File: config.mk
export PLATFORM = sky130hd
export DESIGN_NAME = multicycle_control
export DESIGN_NICKNAME = d
export VERILOG_FILES = /design/src/rtl/multicycle_control.sv
export SDC_FILE = /design/constraint.sdc
export NUM_CORES = 1
export LEC_CHECK = 0
export ABC_AREA = 1
export CELL_PAD_IN_SITES_DETAIL_PLACEMENT = 1
export CELL_PAD_IN_SITES_GLOBAL_PLACEMENT = 2
export CORE_ASPECT_RATIO = 1.75
export CORE_MARGIN = 2
export CORE_UTILIZATION = 19
export DETAILED_ROUTE_END_ITERATION = 7
export GPL_ROUTABILITY_DRIVEN = 0
export PLACE_DENSITY_LB_ADDON = 0.1
export SYNTH_ARGS = -nofsm -noshare
export SYNTH_HDL_FRONTEND = slang
export SYNTH_SLANG_ARGS = --single-unit
export TNS_END_PERCENT = 30
File: constraint.sdc
create_clock -name clk -period 3.17 [get_ports clk]
set_clock_uncertainty 0.2 [all_clocks]
set_input_delay 0.634 -clock clk [delete_from_list [all_inputs] [get_ports clk]]
set_output_delay 0.634 -clock clk [all_outputs]
set_load 0.1 [all_outputs]
File: src/rtl/multicycle_control.sv
// Main sequencing FSM for the multicycle RV32I core.
// Steps each instruction through fetch/decode/execute/memory/writeback.
// It also drives every datapath enable and mux select.
//
// state    | meaning
// ---------+-----------------------------------------------------
// RESET    | idle after reset, all outputs low
// FETCH    | load IR/oldPC, PC <= PC + 4
// DECODE   | present immSrc, dispatch on opcode
// MEMADR   | ALUOut <= rs1 + imm (lw/sw/jalr)
// MEMREAD  | read data memory at ALUOut
// MEMWB    | rd <= memData
// MEMWRITE | store rs2 at ALUOut
// EXECR    | ALUOut <= rs1 op rs2
// EXECI    | ALUOut <= rs1 op imm
// ALUWB    | rd <= ALUOut
// TARGET   | ALUOut <= oldPC + imm (branch/jal/auipc)
// BRANCH   | compare rs1/rs2, PC <= ALUOut when taken
// JAL      | PC <= ALUOut target, ALUOut <= oldPC + 4
// LUI      | rd <= immExt
module multicycle_control (
  input  logic       clk,
  input  logic       reset,
  input  logic [6:0] opcode,
  input  logic [2:0] funct3,
  input  logic       zero,
  input  logic       lt,
  input  logic       ltu,
  output logic       pcWrite,
  output logic       adrSrc,
  output logic       memWrite,
  output logic       irWrite,
  output logic       regWrite,
  output logic [1:0] resultSrc,
  output logic [1:0] aluSrcA,
  output logic [1:0] aluSrcB,
  output logic [1:0] aluOp,
  output logic [2:0] immSrc,
  output logic       illegal,
  output logic       instrDone,
  output logic [3:0] state
);

  typedef enum logic [3:0] {
    S_RESET    = 4'd0,
    S_FETCH    = 4'd1,
    S_DECODE   = 4'd2,
    S_MEMADR   = 4'd3,
    S_MEMREAD  = 4'd4,
    S_MEMWB    = 4'd5,
    S_MEMWRITE = 4'd6,
    S_EXECR    = 4'd7,
    S_EXECI    = 4'd8,
    S_ALUWB    = 4'd9,
    S_TARGET   = 4'd10,
    S_BRANCH   = 4'd11,
    S_JAL      = 4'd12,
    S_LUI      = 4'd13
  } state_t;

  localparam logic [6:0] OP_LOAD   = 7'b0000011;
  localparam logic [6:0] OP_STORE  = 7'b0100011;
  localparam logic [6:0] OP_JALR   = 7'b1100111;
  localparam logic [6:0] OP_REG    = 7'b0110011;
  localparam logic [6:0] OP_IMM    = 7'b0010011;
  localparam logic [6:0] OP_BRANCH = 7'b1100011;
  localparam logic [6:0] OP_JAL    = 7'b1101111;
  localparam logic [6:0] OP_AUIPC  = 7'b0010111;
  localparam logic [6:0] OP_LUI    = 7'b0110111;

  state_t state_q, state_d;
  logic [2:0] imm_sel;
  logic       br_taken;
  logic       br_bad;

  assign state = state_q;

  // State register; reset is asynchronous so outputs drop without a clock.
  always_ff @(posedge clk or posedge reset) begin
    if (reset) state_q <= S_RESET;
    else       state_q <= state_d;
  end

  // Immediate format from the opcode held in IR; stays constant for the whole instruction.
  always_comb begin
    imm_sel = 3'b111;
    unique case (opcode)
      OP_LOAD, OP_JALR:   imm_sel = 3'b000;
      OP_IMM:             imm_sel = (funct3 == 3'b001 || funct3 == 3'b101) ? 3'b101 : 3'b000;
      OP_STORE:           imm_sel = 3'b001;
      OP_BRANCH:          imm_sel = 3'b010;
      OP_JAL:             imm_sel = 3'b011;
      OP_LUI, OP_AUIPC:   imm_sel = 3'b100;
      default:            imm_sel = 3'b111;
    endcase
  end

  // Branch condition from the ALU flags; funct3 010/011 have no branch meaning.
  always_comb begin
    br_taken = 1'b0;
    br_bad   = 1'b0;
    unique case (funct3)
      3'b000:  br_taken = zero;
      3'b001:  br_taken = ~zero;
      3'b100:  br_taken = lt;
      3'b101:  br_taken = ~lt;
      3'b110:  br_taken = ltu;
      3'b111:  br_taken = ~ltu;
      default: br_bad   = 1'b1;
    endcase
  end

  // Next-state and Moore output decode.
  always_comb begin
    state_d   = S_RESET;
    pcWrite   = 1'b0;
    adrSrc    = 1'b0;
    memWrite  = 1'b0;
    irWrite   = 1'b0;
    regWrite  = 1'b0;
    resultSrc = 2'b00;
    aluSrcA   = 2'b00;
    aluSrcB   = 2'b00;
    aluOp     = 2'b00;
    illegal   = 1'b0;
    instrDone = 1'b0;
    immSrc    = (state_q == S_RESET || state_q == S_FETCH) ? 3'b000 : imm_sel;
    case (state_q)
      S_RESET: state_d = S_FETCH;
      S_FETCH: begin
        irWrite   = 1'b1;
        pcWrite   = 1'b1;
        aluSrcB   = 2'b10;
        resultSrc = 2'b10;
        state_d   = S_DECODE;
      end
      S_DECODE: begin
        case (opcode)
          OP_LOAD, OP_STORE, OP_JALR:   state_d = S_MEMADR;
          OP_REG:                       state_d = S_EXECR;
          OP_IMM:                       state_d = S_EXECI;
          OP_BRANCH, OP_JAL, OP_AUIPC:  state_d = S_TARGET;
          OP_LUI:                       state_d = S_LUI;
          default: begin
            state_d = S_FETCH;
            illegal = 1'b1;
          end
        endcase
      end
      S_MEMADR: begin
        aluSrcA = 2'b10;
        aluSrcB = 2'b01;
        case (opcode)
          OP_LOAD:  state_d = S_MEMREAD;
          OP_STORE: state_d = S_MEMWRITE;
          OP_JALR:  state_d = S_JAL;
          default:  state_d = S_FETCH;
        endcase
      end
      S_MEMREAD: begin
        adrSrc  = 1'b1;
        state_d = S_MEMWB;
      end
      S_MEMWB: begin
        resultSrc = 2'b01;
        regWrite  = 1'b1;
        instrDone = 1'b1;
        state_d   = S_FETCH;
      end
      S_MEMWRITE: begin
        adrSrc    = 1'b1;
        memWrite  = 1'b1;
        instrDone = 1'b1;
        state_d   = S_FETCH;
      end
      S_EXECR: begin
        aluSrcA = 2'b10;
        aluOp   = 2'b10;
        state_d = S_ALUWB;
      end
      S_EXECI: begin
        aluSrcA = 2'b10;
        aluSrcB = 2'b01;
        aluOp   = 2'b10;
        state_d = S_ALUWB;
      end
      S_ALUWB: begin
        regWrite  = 1'b1;
        instrDone = 1'b1;
        state_d   = S_FETCH;
      end
      S_TARGET: begin
        aluSrcA = 2'b01;
        aluSrcB = 2'b01;
        case (opcode)
          OP_BRANCH: state_d = S_BRANCH;
          OP_JAL:    state_d = S_JAL;
          OP_AUIPC:  state_d = S_ALUWB;
          default:   state_d = S_FETCH;
        endcase
      end
      S_BRANCH: begin
        aluSrcA   = 2'b10;
        aluOp     = 2'b01;
        instrDone = 1'b1;
        pcWrite   = br_taken;
        illegal   = br_bad;
        state_d   = S_FETCH;
      end
      S_JAL: begin
        pcWrite = 1'b1;
        aluSrcA = 2'b01;
        aluSrcB = 2'b10;
        state_d = S_ALUWB;
      end
      S_LUI: begin
        resultSrc = 2'b11;
        regWrite  = 1'b1;
        instrDone = 1'b1;
        state_d   = S_FETCH;
      end
      default: state_d = S_RESET;
    endcase
  end

endmodule

# Word-level counts from Yosys, hierarchy flattened
# Cells that the tools add are included.
word_totals:
  output_inout_bits: 22
  word_cells: 72
  ff_bits: 4
  inputBits: 15
op_classes:
  reduce_logical: 20
  n_eq_ne: 27
  n_mux: 21
  bitwise_logic: 3
op_table:
  columns: ["op", "n"]
  rows:
  - ["4-bit case mux with 7 select lines", 1]
  - ["4-bit == test, second input constant", 6]
  - ["4-bit case mux with 3 select lines", 2]
  - ["7-bit by 6-bit == test with 1-bit output, second input constant", 3]
  - ["7-bit == test, second input constant", 3]
  - ["4-bit case mux with 5 select lines", 1]
  - ["3-bit case mux with 6 select lines", 1]
  - ["4-bit by 3-bit == test with 1-bit output, second input constant", 4]
  - ["3-bit OR reduction", 5]
  - ["7-bit by 5-bit == test with 1-bit output, second input constant", 2]
  - ["3-bit == test, second input constant", 4]
  - ["2-bit case mux with 2 select lines", 3]
  - ["2-bit OR reduction", 6]
  - ["6-bit OR reduction", 2]
  - ["9-bit OR reduction", 1]
  - ["4-bit by 2-bit == test with 1-bit output, second input constant", 2]
  - ["7-bit by 2-bit == test with 1-bit output, second input constant", 1]
  - ["1-bit two-way mux", 7]
  - ["3-bit two-way mux", 2]
  - ["1-bit case mux with 6 select lines", 1]
  - ["2-bit case mux with 3 select lines", 1]
  - ["5-bit OR reduction", 1]
  - ["4-bit by 1-bit == test with 1-bit output, second input constant", 1]
  - ["4-bit logical NOT", 1]
  - ["6 further kinds", 10]

# Longest topological paths before layout
logic_depth:
  word_depth: 5
  ltp_mapped: 9
  ltp_nobuf: 9

# Least setup slack after synthesis
# Ideal clock, no wire load.
synth_path:
  kind: "flip-flop to output port"
  start: "reg state_q[0], in the netlist state[0]"
  end: "out pcWrite"
  n_path_buf: 0
  arrival_time_ns: 3.566
  t_required_ns: 2.336
  setup_slack_ns: -1.230
  stages_incl_launch_ff: 5
  path_cell_list: "dfrtp_1 -> nand2_1 -> nor2_1 -> inv_1 -> nand3_1"
synth_between:
  elab_chain_cells: 3
  elab_cells_between_ends: 5
  cone_classes: "eq/ne: 3; mux: 1; reduce/logical: 1"
synth_rtl:
  columns: ["element", "line_no", "text"]
  rows:
  - ["start, declared", "71", "state_t state_q, state_d;"]
  - ["start signal, assigned", "81", "else state_q <= state_d;"]
  - ["4-bit by 1-bit == test with 1-bit output / 4-bit == test (equally long branches)", "128", "case (state_q)"]
  - ["2-bit OR reduction (no line)", null, null]
  - ["1-bit case mux with 2 select lines *", "128", null]
  - ["end, declared", "29", "output logic pcWrite,"]
# Every way passes the cells marked *; elsewhere a longest branch is shown, timed or not.

# Worst setup path in the final report
layout_path:
  start: "in opcode[5]"
  end: "out immSrc[1]"
layout_between:
  elab_chain_cells: 4
  elab_cells_between_ends: 12
  cone_classes: "eq/ne: 8; mux: 2; reduce/logical: 2"
layout_rtl:
  columns: ["element", "line_no", "text"]
  rows:
  - ["start, declared", "24", "input logic [6:0] opcode,"]
  - ["7-bit by 6-bit == test with 1-bit output, or another cell as far along", "87", "unique case (opcode)"]
  - ["2-bit OR reduction", "87", null]
  - ["3-bit case mux with 6 select lines *", "87", null]
  - ["3-bit two-way mux *", "127", "immSrc = (state_q == S_RESET || state_q == S_FETCH) ? 3'b000 : imm_sel;"]
  - ["end, declared", "38", "output logic [2:0] immSrc,"]
# Marks and branches as above.

==> implementation parameters <==
Parameter                              Value

Routing
  Number of routed nets with antenna violations ... 0
  Routed length per instance ... 12.2 µm
  Max Used Layer ... met4
  Routed met3 length ... 111 µm
  Met2 routed WL ... 1890 µm
  Total detailed-routing wirelength ... 3030 µm
  Wl on met1 ... 988 µm
  Remaining DRCs ... 0
  Number of DRC violations after detailed-routing iteration 0 ... 8
  Total iterations of the first detailed-routing run ... 3
  Vias after detailed routing ... 1083
  Vias per std cell ... 4.37

STA
  Sum of negative setup slack ... 0 ns
  Number of endpoints failing setup at the final stage ... 0
  Final Max Slew Viols ... 0
  RSZ-0062 raised after global routing ... false
  Measured slew at the worst slew-check pin ... 0.375 ns
  Period Utilization, post-route ... 0.957
  Upper clock frequency limit ... 0.330 GHz
  Final worst hold slack ... 0.391 ns
  Min Tclk post-route ... 3.03 ns
  Number of endpoints with negative hold slack in the final report ... 0
  Worst slew margin relative to its limit ... 0.749

Global routing
  Overall fraction of global-route tracks in use ... 0.145
  First-pass GRT wire length ... 4940 µm
  Antenna violations before repair ... 0
  Total global routing overflow ... 0
  Number of global-route vias before repair ... 1124
  Pin count of the biggest net entering global routing ... 9

Run status
  Status ... finished clean

Floorplan
  Placeable core region ... 3870 µm²
  Die footprint ... 4590 µm²
  Die W ... 52.1 µm
  I/O pin count ... 37
  Number of standard-cell rows in the floorplan ... 30
  Initial cell density of the core ... 0.199
  Floorplan die height ... 88.1 µm

Placed design
  I/O Buffers ... 36
  Detailed Place HPWL ... 2750 µm

Finish
  Area added between synthesis and finish ... 71.7%
  Nets ... 216
  Ant. Diodes ... 0
  Ratio of cells with drive above 1 in the final layout ... 0.270
  Flip-flop count of the largest register after layout ... 4

CTS
  Number of CTS-inserted buffers ... 3
  Sinks on the clock net ... 4
  H-tree lvl count ... 1
  Clock transition at the register clock pins on the worst setup and hold paths after CTS ... 0.03 ns
  Number of hold buffers added after CTS ... 0
  CTS tree ... built
  Later-pin clock latency in the skew report ... 0.22 ns
  Buffer levels on the longest clock path ... 2
  Root Driver ... clkbuf_8

Yosys
  Seq cells post-synth ... 4
  Number of nets in the synthesized netlist ... 173
  Count of yosys warnings during synthesis ... 0
  Gate count of the mapped netlist ... 158
  Main area contributors after synthesis ... nand2_1, nor2_1, inv_1
  Cell type with the highest aggregate area in the netlist ... nand2_1
  Cell area after synthesis ... 768 µm²
  Portion of synthesized cell area occupied by the leading cell type ... 0.244
  Cell variety after synth ... 18
  Mean instance size in the synthesized netlist ... 4.86 µm²
  Seq/Total Area, Yosys ... 0.130

Setup path
  WP data required ... 2.34 ns
  Slowest cell on the critical path ... clkdlybuf4s50_1
  Largest fanout of any net on the critical path ... 6
  Data arrival time of the worst path ... 2.20 ns
  CP Cell Sequence ... clkdlybuf4s50_1 -> nand3_2 -> inv_2 -> nand2_2 -> nand2_1 -> nor2_1 -> nand2_2 -> a21oi_2 -> buf_12
  Launching element type of the critical path ... input pin
  Largest stage delay, worst path ... 0.52 ns
  Cell type with the highest occurrence count on the critical path ... nand2_2
  Crit path kind ... input pin to output port
  Sort of element at the end of the critical path ... output port

Power and ir drop
  Total leakage power ... 0.771 nW
  Worst vdd ir ... 0.591 mV
  PD cells ... 1010 nW/µm²

Hold path
  Type of the tightest min-delay check ... input pin to async pin

Job
  MaxCap Viol Count ... 0
-- power by group --
part | internal (mW) | switching [mW]
clock | 0.0862 | 0.0298
combinational | 0.277 | 0.839
sequential | 0.0685 | 0.0258
total | 0.432 | 0.895
-- timing repair --
action                     in CTS  in global routing
resized for setup               0                  4
hold endpoints to repair        0                  0
setup endpoints to repair       0                  4
buffers inserted                0                  0
-- cell families (layout without fill, tap and decap cells) --
kind of cell           after synthesis  count (layout)  synth area share
XOR/XNOR                             1               1            0.0114
AO/OA/AOI/OAI                       15              15             0.101
flip-flops                           4               4             0.130
buffers and inverters               29              71             0.142
AND/OR/NAND/NOR                    109             109             0.616
-- layout make-up --
class	count	area [µm²]
tap	48	60.1
clock buffer	4	45.0
timing repair buffer	38	388
inverter	29	109
fill	538	2550
multi-input combinational	125	613
sequential	4	104
-- path summary, 6_finish.rpt --
path | startpoint | cells past startpoint | slack, ns | to
setup / recovery | opcode[5] | 9 | 0.14 | immSrc[1]
hold / removal | reset | 2 | 0.39 | state[1]
setup reg to reg | state[2] | 7 | 1.49 | state[1]
hold reg to reg | state[1] | 5 | 0.63 | state[0]
max in group asynchronous | reset | 2 | 2.22 | state[2]
min in group clk | state[1] | 5 | 0.63 | state[0]
-- cells in the final DEF, fill, tap and decap left out --
cell / Yosys / final
clkbuf_8: 0 / 3
nor2_2: 3 / 3
o21ai_2: 0 / 1
buf_12: 0 / 5
clkbuf_1: 0 / 1
dfrtp_1: 4 / 1
clkdlybuf4s50_1: 0 / 12
nor2_1: 33 / 30
inv_1: 27 / 27
o211ai_1: 1 / 1
nand3_2: 1 / 1
and2_4: 1 / 1
nand2_4: 1 / 2
nand3_1: 14 / 14
o21ai_0: 6 / 5
nor2_4: 1 / 4
nand2_1: 50 / 47
inv_2: 2 / 2
xor2_1: 1 / 1
dfrtp_2: 0 / 3
dlymetal6s2s_1: 0 / 2
nand4_1: 1 / 1
nand2_2: 4 / 6
buf_4: 0 / 19
a21oi_2: 0 / 4
a21oi_1: 7 / 3
o21ai_1: 1 / 1
-- layer usage --
metal | global-route usage | up-vias
met1 | 0.122 | 490
met3 | 0.00512 | 4
met4 | 0.0694 | 0
li1 | - | 563
met5 | 0 | -
met2 | 0.314 | 26
-- through the flow --
stage	util	instances	area (µm²)	setup slack, ns	power, mW
floorplan	-	158	821	-0.467	0.896
global placement	0.327	244	1260	0.135	1.22
detailed placement	0.327	244	1260	0.0328	1.22
CTS	0.339	248	1310	0.0316	1.34
global route	0.341	248	1320	0.0141	1.39
finish	0.341	248	1320	0.137	1.33
-- synth_stat cells --
cell and instances:
inv_1 27, inv_2 2, nand3_2 1, nand2_2 4
o21ai_1 1, nor2_4 1, nand2_1 50, a21oi_1 7
o21ai_0 6, dfrtp_1 4, nand4_1 1, nand3_1 14
nor2_1 33, o211ai_1 1, and2_4 1, nor2_2 3
xor2_1 1, nand2_4 1
-- critical path: cells and delay by family --
| family | cells | cell delay [ns] |
|---|---|---|
| AND/OR/NAND/NOR | 5 | 0.55 |
| buffers and inverters | 3 | 0.80 |
| AO/OA/AOI/OAI | 1 | 0.21 |
(Power assumes the default switching activity.)
